File: src/rtl/maj_tt_scanner.sv
// Majority-network truth-table scanner: evaluates up to MAX_NODES programmed
// 3-input majority nodes for all 128 minterms. Define MAJ_TT_ONSET_COUNT_EN to add onset_cnt.
module maj_tt_scanner #(
  parameter int MAX_NODES = 8
) (
  input  logic         clk,
  input  logic         rst_n,
  input  logic         prog_we,
  input  logic [2:0]   prog_addr,
  input  logic [14:0]  prog_data,
  input  logic [3:0]   num_nodes,
  input  logic         out_inv,
  input  logic         start,
  input  logic         abort,
  output logic         busy,
  output logic         done,
  output logic         err,
  output logic [127:0] tt
`ifdef MAJ_TT_ONSET_COUNT_EN
  ,
  output logic [7:0]   onset_cnt
`endif
);

  localparam logic [1:0] S_IDLE = 2'd0;
  localparam logic [1:0] S_EVAL = 2'd1;
  localparam logic [1:0] S_DONE = 2'd2;

  logic [1:0]           r_state;
  logic [14:0]          r_prog [MAX_NODES];
  logic [MAX_NODES-1:0] r_nodes;
  logic [2:0]           r_node_idx;
  logic [2:0]           r_last_idx;
  logic [6:0]           r_minterm;
  logic                 r_out_inv;
  logic                 r_err;
  logic [127:0]         r_tt;
`ifdef MAJ_TT_ONSET_COUNT_EN
  logic [7:0]           r_onset_cnt;
`endif

  logic [7:0]  w_nodes8;
  logic [14:0] w_slot;
  logic        w_a;
  logic        w_b;
  logic        w_c;
  logic        w_maj;
  logic        w_legal;
  logic        w_tt_bit;

  // Node slots beyond MAX_NODES read as constant 0 so sel 8..15 is always defined.
  for (genvar gi = 0; gi < 8; gi++) begin : g_nodes
    if (gi < MAX_NODES) begin : g_used
      assign w_nodes8[gi] = r_nodes[gi];
    end else begin : g_unused
      assign w_nodes8[gi] = 1'b0;
    end
  end

  function automatic logic operand(input logic [4:0] f, input logic [6:0] x,
                                   input logic [7:0] n);
    logic v;
    if (f[3])
      v = n[f[2:0]];
    else if (f[2:0] == 3'd0)
      v = 1'b0;
    else
      v = x[f[2:0] - 3'd1];
    return v ^ f[4];
  endfunction

  // Nodes j >= k are still zero within the current minterm, so no masking is needed.
  assign w_slot   = r_prog[r_node_idx];
  assign w_a      = operand(w_slot[4:0],   r_minterm, w_nodes8);
  assign w_b      = operand(w_slot[9:5],   r_minterm, w_nodes8);
  assign w_c      = operand(w_slot[14:10], r_minterm, w_nodes8);
  assign w_maj    = (w_a & w_b) | (w_a & w_c) | (w_b & w_c);
  assign w_tt_bit = w_maj ^ r_out_inv;
  assign w_legal  = (num_nodes != 4'd0) && (num_nodes <= 4'(MAX_NODES));

  always_ff @(posedge clk or negedge rst_n) begin
    if (!rst_n) begin
      r_state    <= S_IDLE;
      r_nodes    <= '0;
      r_node_idx <= '0;
      r_last_idx <= '0;
      r_minterm  <= '0;
      r_out_inv  <= 1'b0;
      r_err      <= 1'b0;
      r_tt       <= '0;
      for (int i = 0; i < MAX_NODES; i++) r_prog[i] <= '0;
`ifdef MAJ_TT_ONSET_COUNT_EN
      r_onset_cnt <= '0;
`endif
    end else begin
      if (prog_we && (r_state != S_EVAL) && (32'(prog_addr) < MAX_NODES))
        r_prog[prog_addr] <= prog_data;

      case (r_state)
        S_IDLE: begin
          if (start) begin
            if (w_legal) begin
              r_state    <= S_EVAL;
              r_tt       <= '0;
              r_minterm  <= '0;
              r_node_idx <= '0;
              r_nodes    <= '0;
              r_last_idx <= 3'(num_nodes - 4'd1);
              r_out_inv  <= out_inv;
`ifdef MAJ_TT_ONSET_COUNT_EN
              r_onset_cnt <= '0;
`endif
            end else begin
              r_state <= S_DONE;
              r_err   <= 1'b1;
            end
          end
        end
        S_EVAL: begin
          if (abort) begin
            r_state <= S_IDLE;
          end else if (r_node_idx == r_last_idx) begin
            r_tt[r_minterm] <= w_tt_bit;
            r_nodes    <= '0;
            r_node_idx <= '0;
            r_minterm  <= r_minterm + 7'd1;
`ifdef MAJ_TT_ONSET_COUNT_EN
            r_onset_cnt <= r_onset_cnt + 8'(w_tt_bit);
`endif
            if (r_minterm == 7'd127) r_state <= S_DONE;
          end else begin
            r_nodes[r_node_idx] <= w_maj;
            r_node_idx <= r_node_idx + 3'd1;
          end
        end
        S_DONE: begin
          r_state <= S_IDLE;
          r_err   <= 1'b0;
        end
        default: r_state <= S_IDLE;
      endcase
    end
  end

  assign busy = (r_state == S_EVAL);
  assign done = (r_state == S_DONE);
  assign err  = r_err;
  assign tt   = r_tt;
`ifdef MAJ_TT_ONSET_COUNT_EN
  assign onset_cnt = r_onset_cnt;
`endif

endmodule

File: config.mk
export PLATFORM = sky130hd
export DESIGN_NAME = maj_tt_scanner
export DESIGN_NICKNAME = d
export VERILOG_FILES = /design/src/rtl/maj_tt_scanner.sv
export SDC_FILE = /design/constraint.sdc
export NUM_CORES = 1
export LEC_CHECK = 0
export CORE_UTILIZATION = 44
export CTS_BUF_LIST = sky130_fd_sc_hd__clkbuf_16
export DETAILED_ROUTE_END_ITERATION = 6
export DONT_BUFFER_PORTS = 1
export PLACE_DENSITY = 0.57
export SLEW_MARGIN = 20
export SYNTH_ARGS = -nofsm -noshare
export SYNTH_HDL_FRONTEND = slang
export SYNTH_SLANG_ARGS = --single-unit
export TNS_END_PERCENT = 10
File: constraint.sdc
create_clock -name clk -period 6.9 [get_ports clk]
set_clock_uncertainty 0.2 [all_clocks]
set_input_delay 0.69 -clock clk [delete_from_list [all_inputs] [get_ports clk]]
set_output_delay 0.69 -clock clk [all_outputs]
set_load 0.03 [all_outputs]
==> Word level (Yosys, flattened, before mapping) <==
Cells that the tools add are included.
{ "classes": {"add_sub_neg": 6, "magnitude_cmp": 14, "eq_ne": 12, "n_mux": 59, "bitwise_logic": 11, "reduce_logical": 17} }
{ "ops": {"columns": ["operator", "count"], "rows": [
  ["two-way mux 128 bit", 4],
  ["one-hot mux 128 bit (2 select lines)", 1],
  ["bitwise mux 128 bit", 1],
  ["bitwise mux 120 bit", 1],
  ["binary-select mux 15 bit (select 3 bit)", 1],
  ["demux 15 bit (select 3 bit)", 1],
  ["two-way mux 15 bit", 3],
  ["two-way mux 8 bit", 4],
  ["< comparator 3 x 4 -> 1 bit, second input constant", 7],
  ["two-way mux 7 bit", 4],
  ["binary-select mux 1 bit (select 3 bit)", 6],
  ["two-way mux 1 bit", 16],
  ["one-hot mux 8 bit (2 select lines)", 1],
  ["one-hot mux 7 bit (2 select lines)", 1],
  ["two-way mux 3 bit", 4],
  ["subtractor 3 x 1 -> 3 bit, second input constant", 4],
  ["two-way mux 2 bit", 5],
  ["zero test 3 bit", 3],
  ["AND reduction 3 bit", 3],
  ["bitwise mux 8 bit", 1],
  ["greater-or-equal comparator 4 bit, second input constant", 2],
  ["< comparator 7 x 8 -> 1 bit, second input constant", 1],
  ["!= test 2 bit, second input constant", 4],
  ["NOT 3 -> 4 bit", 2],
  ["26 further kinds", 39]
]} }
{ "word_totals": {"regBits": 273, "inputBits": 28, "output_inout_bits": 131, "wordCells": 135} }

==> Depth between registers and ports, before layout <==
{ "logic_depth": {"depth_word": 18, "depth_mapped": 19, "ltp_nobuf": 14} }

==> Least setup slack after synthesis <==
No wires, ideal clock.
{ "synth_path": {"path_kind": "register -> register", "start": "register r_node_idx[0]", "end": "register r_tt[102], in the netlist tt[102]", "setup_ns": 0.104, "t_arrival_ns": 4.489, "t_required_ns": 6.596, "path_slack_ns": 2.108, "path_stages_with_launch": 20, "n_path_buf": 6, "period_less_slack_ns": 4.792, "path_cell_list": "dfrtp_1 > buf_6 > buf_6 > buf_4 > buf_4 > mux2_2 > a22oi_1 > inv_1 > a21oi_1 > ha_1 > mux2i_1 > mux4_2 > or3_1 > a311oi_2 > xor2_1 > maj3_2 > xnor2_2 > buf_6 > buf_6 > o41ai_2"} }
{ "synth_between": {"elab_chain_cells": 18, "word_cells_on_any_way": 44, "cone_classes": "3 x add/sub; 2 x eq/ne; 25 x mux; 10 x bitwise; 4 x reduce/logical"} }
{ "synth_rtl": {"columns": ["element", "line_no", "rtl"], "rows": [
  ["start: declaration", "32", "logic [2:0] r_node_idx;"],
  ["start signal: assignment", "133", "r_node_idx <= r_node_idx + 3'd1;"],
  ["NOT 3 -> 4 bit (implied by the code)", "73", "assign w_slot = r_prog[r_node_idx];"],
  ["binary-select mux 15 bit (select 3 bit)", "73", null],
  ["two-way mux 15 bit (implied by the code) (2 in series)", "73", null],
  ["subtractor 3 x 1 -> 3 bit", "68", "v = x[f[2:0] - 3'd1];"],
  ["binary-select mux 1 bit (select 3 bit)", "68", null],
  ["two-way mux 1 bit (implied by the code)", "68", null],
  ["two-way mux 1 bit", "65", "else if (f[2:0] == 3'd0)"],
  ["two-way mux 1 bit", "63", "if (f[3])"],
  ["bitwise XOR 1 bit", "69", "return v ^ f[4];"],
  ["AND 1 bit", "77", "assign w_maj = (w_a & w_b) | (w_a & w_c) | (w_b & w_c);"],
  ["OR 1 bit (2 in series)", "77", null],
  ["bitwise XOR 1 bit", "78", "assign w_tt_bit = w_maj ^ r_out_inv;"],
  ["bitwise mux 128 bit", "123", "r_tt[r_minterm] <= w_tt_bit;"],
  ["two-way mux 128 bit", "122", "end else if (r_node_idx == r_last_idx) begin"],
  ["two-way mux 128 bit", "120", "if (abort) begin"],
  ["one-hot mux 128 bit (2 select lines)", "99", "case (r_state)"],
  ["end signal: indexed assignment", "123", null],
  ["end: declaration", "37", "logic [127:0] r_tt;"]
]} }
Several ways; a longest one is shown, not always the timed one. The select of a mux whose other input is x is not followed.
A chain may end at the register's enable or synchronous reset.

==> Final worst setup path <==
{ "layout_path": {"start": "register r_node_idx[2]", "end": "register r_tt[38], in the netlist tt[38]"} }
The elaborated chain is that of the path after synthesis.

==> metrics.txt <==
status=finished with violations; failing checks=negative hold slack; Initial DRC Count=725; Slew Limit Fails=0; largest net degree at the start of global routing=274; Final Hold Vio Count=273; core area=29600 µm²; YS warnings=0; Final TNS setup=0 ns; DIE AREA=30800 µm²; ANT cells=0; DRC Markers=0; layout cells sized above 1=21.6%; Reg clk slew, reported paths=0.07 ns; Final period util=83.0%; vias per inst=6.21; post-CTS setup buffers=0; clk_lat worst skew=0.57 ns; crit end category=flop; I/O pin count=159; post-DP HPWL=22300 µm; Syn Nets=1146; Chip Height=176 µm; Initial Util=44.7%; CP max FO=128; Top FF cell, synth=dfrtp_1; IO buf count=0; R2R setup slack=1.17 ns; design area=14400 µm²; hold slack=-0.351 ns; CP required=7.14 ns; first-pass GRT wire length=57100 µm; Lkg Pwr=5.95 nW; Async SR Flop Fraction=100%; clock buffer depth=3; Area Overhead vs Synth=8.55%; first drt pass iteration count=4; Net count, final=1095; Max rail drop VDD=1.12 mV; register area share after synthesis=51.6%; number of routed nets with antenna violations=0; placed cell area=13400 µm²; GRT overflow=0; Setup Crit Path Kind=flop to flop; power per cell area=456 nW/µm²; reg-to-reg startpoint=r_node_idx[2]; # setup viols final=0; Synth Register Bits=273; Avg WL per Cell=24.6 µm; GRT Util Overall=23.7%; CTS buffer count=30; number of synthesized flops with an enable pin=0; initial antenna violation count=0; commonest non-fill, non-tap cell in the layout=dfrtp_1; maximum clock frequency=0.175 GHz; Tightest Hold Check Type=primary input to async pin; RSZ-0062 raised after global routing=false; root buffer cell=clkbuf_16; Via Count=9142; Slew @ Worst Pin=1.09 ns; CTS tree=built; Mapped Cells=1109; Distinct cells, synth=63; WP data arrival=5.96 ns; crit path from=r_node_idx[2]; CTS H-tree depth=1; GP Congestion=0.815; Mapped Area=13300 µm²; post_cts resized=0; die span in x=176 µm; Syn Area/Cell=11.9 µm²; Post-Route WL=36100 µm; Sink Count=273; most frequent cells in the layout=dfrtp_1, mux2_2, o211ai_1; Core Rows=63; vias in the first global route=9267; max-cap violation count=0; Rel. slew slack=27.0%; CP Launch Type=flop; fin crit period=5.73 ns
state kept, by name (all words and copies together) (netlist names):
name and count:
tt 128, r_prog 120, r_nodes 8, r_minterm 7, r_last_idx 3, r_node_idx 3
r_state 2, err 1, r_out_inv 1
worst max-delay path, stage by stage (launching register included):
cell      delay, ns
dfrtp_1        1.02
inv_1          0.53
a211oi_2       0.71
ha_1           0.41
mux2i_1        0.16
mux4_2         0.47
or3_1          0.33
a311oi_2       0.29
xor2_1         0.10
maj3_2         0.38
xnor2_4        0.16
buf_12         0.21
o41ai_1        0.46
cell type report:
type                    count  area, µm²
repair buffers             21        174
clock inverters            24        174
well taps                 390        488
clock buffers              31        776
inverters                  12       45.0
flip-flops and latches    273       6830
fillers                  2705      15300
multi-input cells         720       5890
path summary, 6_finish.rpt:
| kind | endpoint | cells after the start |
|---|---|---|
| hold reg to reg | r_prog[97] | 1 |
| min in group clk | r_out_inv | 2 |
| hold / removal | r_node_idx[1] | 0 |
| setup / recovery | tt[38] | 12 |
| max in group asynchronous | tt[107] | 0 |
| setup reg to reg | tt[38] | 12 |
cell usage after synthesis (all sizes together) (4+ instances only):
| master | number | area, µm² |
|---|---|---|
| a31oi | 5 | 31.3 |
| o22ai | 9 | 56.3 |
| xor2 | 7 | 61.3 |
| ha | 9 | 113 |
| a22oi | 5 | 37.5 |
| dfrtp | 273 | 6830 |
| and2 | 6 | 37.5 |
| nand3 | 28 | 140 |
| o21ai | 37 | 189 |
| and3 | 5 | 31.3 |
| mux2 | 136 | 1530 |
| a221oi | 4 | 41.3 |
| mux2i | 29 | 290 |
| nor3 | 7 | 35.0 |
| o211ai | 120 | 901 |
| nand2 | 50 | 188 |
| nand4 | 8 | 50.1 |
| nor2b | 11 | 71.3 |
| o41ai | 16 | 200 |
| nand2b | 6 | 37.5 |
| inv | 12 | 45.0 |
| clkbuf | 79 | 297 |
| xnor2 | 5 | 51.3 |
| buf | 25 | 213 |
| a21oi | 22 | 110 |
| mux4 | 16 | 372 |
| nand3b | 5 | 37.5 |
| nor3b | 5 | 37.5 |
| nor2 | 26 | 100 |
| o31ai | 112 | 841 |
per-stage QoR:
step	setup WS [ns]	utilization [%]	cells	power, W	hold slack [ns]
global placement	1.37	45.3	1415	0.00500	0.217
floorplan	2.11	-	1109	0.00475	0.194
detailed placement	1.31	45.3	1416	0.00502	0.217
finish	1.17	48.5	1471	0.00656	-0.351
CTS	1.25	48.5	1471	0.00660	-0.381
global route	0.906	48.5	1471	0.00694	-0.382
routing by layer:
metal,global-route usage (%),part of all wire [%]
met1,31.9,43
met2,38.2,48
met3,6.41,7.7
met4,5.29,1.6
met5,0,0
logic make-up (layout without fill, tap and decap cells):
kind of cell / count (synthesis) / after routing / share of synthesized area [%]
AOI/OAI and AO/OA: 353 / 353 / 19.8
DFF: 273 / 273 / 51.6
muxes: 181 / 181 / 16.6
and+or+nand+nor: 164 / 164 / 6.13
buffers and inverters: 116 / 88 / 4.18
xor gates and xnor gates: 12 / 12 / 0.850
adders and majority gates: 10 / 10 / 0.935
report_power, final:
group | internal [W] | switching, W | leakage, nW
sequential | 0.00195 | 0.000281 | 3.57
combinational | 0.000935 | 0.00182 | 1.89
clock | 0.000914 | 0.000658 | 0.493
Note: power is estimated with default switching activity, not from simulation.
